### src/rtl/stream_demux_1_to_2.sv
// Registered 1-to-2 stream demultiplexer: each accepted beat is steered by select_i
// into one of two independent 2-entry FIFO lanes, with per-lane acceptance counters.
module stream_demux_1_to_2 #(
   parameter int size = 32
) (
   input  logic            clk_i,
   input  logic            rst_i,
   input  logic [size-1:0] data_i,
   input  logic            select_i,
   input  logic            valid_i,
   output logic            ready_o,
   output logic [size-1:0] data0_o,
   output logic            valid0_o,
   input  logic            ready0_i,
   output logic [size-1:0] data1_o,
   output logic            valid1_o,
   input  logic            ready1_i,
   output logic [15:0]     cnt0_o,
   output logic [15:0]     cnt1_o
);

   // Per lane: entry 0 is the head, entry 1 sits behind it.
   logic [size-1:0] r_buf [2][2];
   logic [1:0]      r_occ [2];
   logic [15:0]     r_cnt [2];

   logic       w_ready;
   logic [1:0] w_push;
   logic [1:0] w_pop;

   // NOTE: every signal written here gets a value on every path, so no latch is inferred.
   always_comb begin
      w_ready = select_i ? (r_occ[1] != 2'd2) : (r_occ[0] != 2'd2);
      w_push  = 2'b00;
      w_push[0] = valid_i & w_ready & ~select_i;
      w_push[1] = valid_i & w_ready &  select_i;
      w_pop[0]  = (r_occ[0] != 2'd0) & ready0_i;
      w_pop[1]  = (r_occ[1] != 2'd0) & ready1_i;
   end

   // NOTE: state uses non-blocking assignments so every lane sees pre-edge values;
   // the buffer entries are reset too because their contents are visible on data_x_o.
   always_ff @(posedge clk_i or negedge rst_i) begin
      if (!rst_i) begin
         for (int l = 0; l < 2; l++) begin
            r_occ[l]    <= 2'd0;
            r_cnt[l]    <= 16'd0;
            r_buf[l][0] <= '0;
            r_buf[l][1] <= '0;
         end
      end else begin
         for (int l = 0; l < 2; l++) begin
            case ({w_push[l], w_pop[l]})
               2'b10: begin
                  if (r_occ[l] == 2'd0) r_buf[l][0] <= data_i;
                  else                  r_buf[l][1] <= data_i;
                  r_occ[l] <= r_occ[l] + 2'd1;
               end
               2'b01: begin
                  r_buf[l][0] <= r_buf[l][1];
                  r_buf[l][1] <= '0;
                  r_occ[l]    <= r_occ[l] - 2'd1;
               end
               2'b11: begin
                  // Head leaves; the new beat lands behind whatever remains.
                  if (r_occ[l] == 2'd1) begin
                     r_buf[l][0] <= data_i;
                  end else begin
                     r_buf[l][0] <= r_buf[l][1];
                     r_buf[l][1] <= data_i;
                  end
               end
               default: ;
            endcase
            if (w_push[l]) r_cnt[l] <= r_cnt[l] + 16'd1;
         end
      end
   end

   assign ready_o  = w_ready;
   assign data0_o  = r_buf[0][0];
   assign data1_o  = r_buf[1][0];
   assign valid0_o = (r_occ[0] != 2'd0);
   assign valid1_o = (r_occ[1] != 2'd0);
   assign cnt0_o   = r_cnt[0];
   assign cnt1_o   = r_cnt[1];

endmodule

### config.mk
export PLATFORM = sky130hd
export DESIGN_NAME = stream_demux_1_to_2
export DESIGN_NICKNAME = d
export VERILOG_FILES = /design/src/rtl/stream_demux_1_to_2.sv
export SDC_FILE = /design/constraint.sdc
export NUM_CORES = 1
export LEC_CHECK = 0
export ABC_AREA = 1
export CAP_MARGIN = 20
export CORE_MARGIN = 8
export CORE_UTILIZATION = 36
export DETAILED_ROUTE_END_ITERATION = 10
export PLACE_DENSITY = 0.62
export SLEW_MARGIN = 30
export SYNTH_ARGS = -nofsm -noshare
export SYNTH_HDL_FRONTEND = slang
export SYNTH_SLANG_ARGS = --single-unit
### constraint.sdc
create_clock -name clk_i -period 5.3 [get_ports clk_i]
set_clock_uncertainty 0.05 [all_clocks]
set_input_delay 0.795 -clock clk_i [delete_from_list [all_inputs] [get_ports clk_i]]
set_output_delay 0.795 -clock clk_i [all_outputs]
set_load 0.05 [all_outputs]
==> impl_metrics.tcl <==
set metrics [dict create \
    outcome "completed" \
    wl_um 22300 \
    ant_nets 0 \
    grt_busiest_layer "met2" \
    hpwl_um 15000 \
    globalRouteMet3Util 0.0521 \
    yosys.area.top_type "dfrtp_1" \
    dieHeight_um 169 \
    setup_viol 0 \
    timing.setup.tns_ns 0 \
    async_flop_share 1.00 \
    insertedDiodeCount 0 \
    netlist_area_um2 8470 \
    crit_fanout 3 \
    yosysTopAreaCellShare 0.484 \
    initial_core_util 0.364 \
    ys_ff_latch 164 \
    fill_cells 2364 \
    maxSlewHeadroom 0.401 \
    syn_avg_cell_area_um2 8.16 \
    drive_gt1_frac 0.0644 \
    clkTransAtPathRegs_ns 0.07 \
    synth_edf_count 0 \
    peakVddDrop_mv 0.449 \
    layout.nets 1142 \
    post_cts.repair.setup_buffers 0 \
    yosys.cell_count.top_type "nand3_1" \
    synth_seq_area_share 0.484 \
    crit_path_start_kind "primary input" \
    gr-usage-all-layers 0.158 \
    cts_buffer_depth 2 \
    slew_viol_final 0 \
    syn_to_final_growth_pct 22.0 \
    overflow 0 \
    crit_start "select_i" \
    io_buffers 136 \
    cts_tree "done" \
    cp.arrival_ns 2.36 \
    r2r_cells 12 \
    numCtsBuffers 17 \
    antenna_found_initial 0 \
    powerDensity_nw_per_um2 613 \
    grt_max_degree 90 \
    cp-endpoint "ready_o" \
    synth_common_cells "175 x nand3_1, 164 x dfrtp_1, 160 x inv_1, 160 x nand2_1, 110 x o21ai_0" \
    worst_pin_slew_ns 0.896 \
    design_area_um2 10300 \
    synthesis.nets 1090 \
    yosysWarnings 0 \
    hold_path_class "primary input to async pin" \
    hold_viol_final 0 \
    gp_congestion 0.766 \
    clock_latency_ns 0.43 \
    grtUsageMet1 0.195 \
    vias 6677 \
    r2r_end "data0_o[26]" \
    dr.first_iter.drc_count 398 \
    chipWidth_um 169 \
    ff_latch_area_um2 4100 \
    drcViolationCount 0 \
    multi_input_area_um2 3040 \
    period_share 0.605 \
    critPathKind "primary input to output pin" \
    min_period_ns 3.21 \
    cp_data_required_time_ns 4.45 \
    drv_cap 0 \
    coreArea_um2 23300 \
    timing.fmax_mhz 312 \
    rows 56 \
    cts.sinks 164 \
    io_pins 137 \
    r2r_setup_slack_ns 2.23 \
    first_pass_iters 5 \
    vias_per_cell 4.70 \
    grt_pass1_wl_um 36200 \
    wire_per_inst_um 15.7 \
    yosysUniqueCellTypes 28 \
    htree_levels 4 \
    dieArea_um2 28700 \
    postCtsResizedCells 0 \
    synth_flop_cell "dfrtp_1" \
    ys_top_cells_by_area "dfrtp_1 48%, nand3_1 10%, inv_1 7.1%" \
    r2r-start "r_occ[2]" \
    cts_root_buffer "clkbuf_16" \
    p_leak_nw 4.80 \
    rsz0062_at_grt "false" \
    cp-end-kind "output pin" \
    placed_cell_area_um2 9670 \
    grt_pass1_vias 6806 \
    hold_buffers 0 \
    syn_inst 1038 \
    grtUsageMet2 0.262 \
]
-- sequential cells by signal, indices dropped and copies added (netlist names) --
| register | count |
|---|---|
| data1_o | 32 |
| cnt0_o | 16 |
| r_occ | 4 |
| r_buf | 64 |
| cnt1_o | 16 |
| data0_o | 32 |
-- metrics by stage --
stage | setup slack, ns | instances | hold WS [ns] | util | total power, mW
4_1_cts | 2.09 | 1420 | 0.407 | 0.443 | 6.39
3_3_place_gp | 1.73 | 1386 | 0.432 | 0.414 | 4.97
3_5_place_dp | 1.65 | 1388 | 0.434 | 0.416 | 5.04
2_1_floorplan | 2.79 | 1038 | 0.427 | - | 4.34
5_1_grt | 1.84 | 1422 | 0.435 | 0.444 | 6.75
6_report | 2.09 | 1422 | 0.368 | 0.444 | 6.34
-- power by group --
part | total [mW] | internal (mW) | switching, mW
registers | 2.07 | 1.75 | 0.311
logic | 2.94 | 0.928 | 2.01
clock network | 1.33 | 0.769 | 0.560
-- cell families after synthesis --
| logic type | after synthesis | synth area share |
|---|---|---|
| xor+xnor | 23 | 0.0238 |
| flops | 164 | 0.484 |
| buf+inv | 285 | 0.161 |
| simple gates | 380 | 0.200 |
| compound gates | 172 | 0.109 |
| fa+ha+maj | 14 | 0.0207 |
-- worst min path at each step --
stage	start	endpoint	cells past startpoint
after floorplan	data0_o[12]	data0_o[12]	2
after global placement	cnt0_o[14]	cnt0_o[14]	2
after detailed placement	cnt0_o[4]	cnt0_o[4]	1
after CTS	rst_i	cnt0_o[6]	1
after global routing	rst_i	cnt0_o[6]	1
final	rst_i	cnt0_o[5]	1
-- placed cells by master, fill, tap and decap left out, drive strengths merged --
| master | instances |
|---|---|
| xor2 | 19 |
| dfrtp | 164 |
| a21oi | 3 |
| clkbuf | 18 |
| xnor2 | 4 |
| a211oi | 2 |
| o21bai | 2 |
| clkinv | 3 |
| nand3b | 4 |
| clkinvlp | 2 |
| nand3 | 176 |
| o211ai | 1 |
| o21ai | 164 |
| clkdlybuf4s50 | 135 |
| nor2 | 31 |
| ha | 14 |
| nor3 | 5 |
| buf | 15 |
| nand4 | 1 |
| nand2 | 163 |
| inv | 174 |
| bufinv | 3 |
-- per-layer routing --
metal | wire length (µm) | share of wire
met5 | 0 | 0
met4 | 283 | 0.013
met3 | 1540 | 0.069
met2 | 10400 | 0.47
met1 | 10000 | 0.45
-- area by class of cell --
cell class                 instances  share of cell area
inverter                         168              0.0610
sequential                       164               0.397
clock buffer                      18              0.0425
tap                              319              0.0386
timing repair buffer             150               0.148
multi-input combinational        589               0.295
clock inverter                    14              0.0184
-- critical path, stage by stage --
cell	delay [ns]
clkdlybuf4s50_1	0.49
inv_1	0.09
nand2_1	0.07
o21ai_0	0.07
inv_1	0.06
clkdlybuf4s50_1	0.79
(Power assumes the default switching activity.)
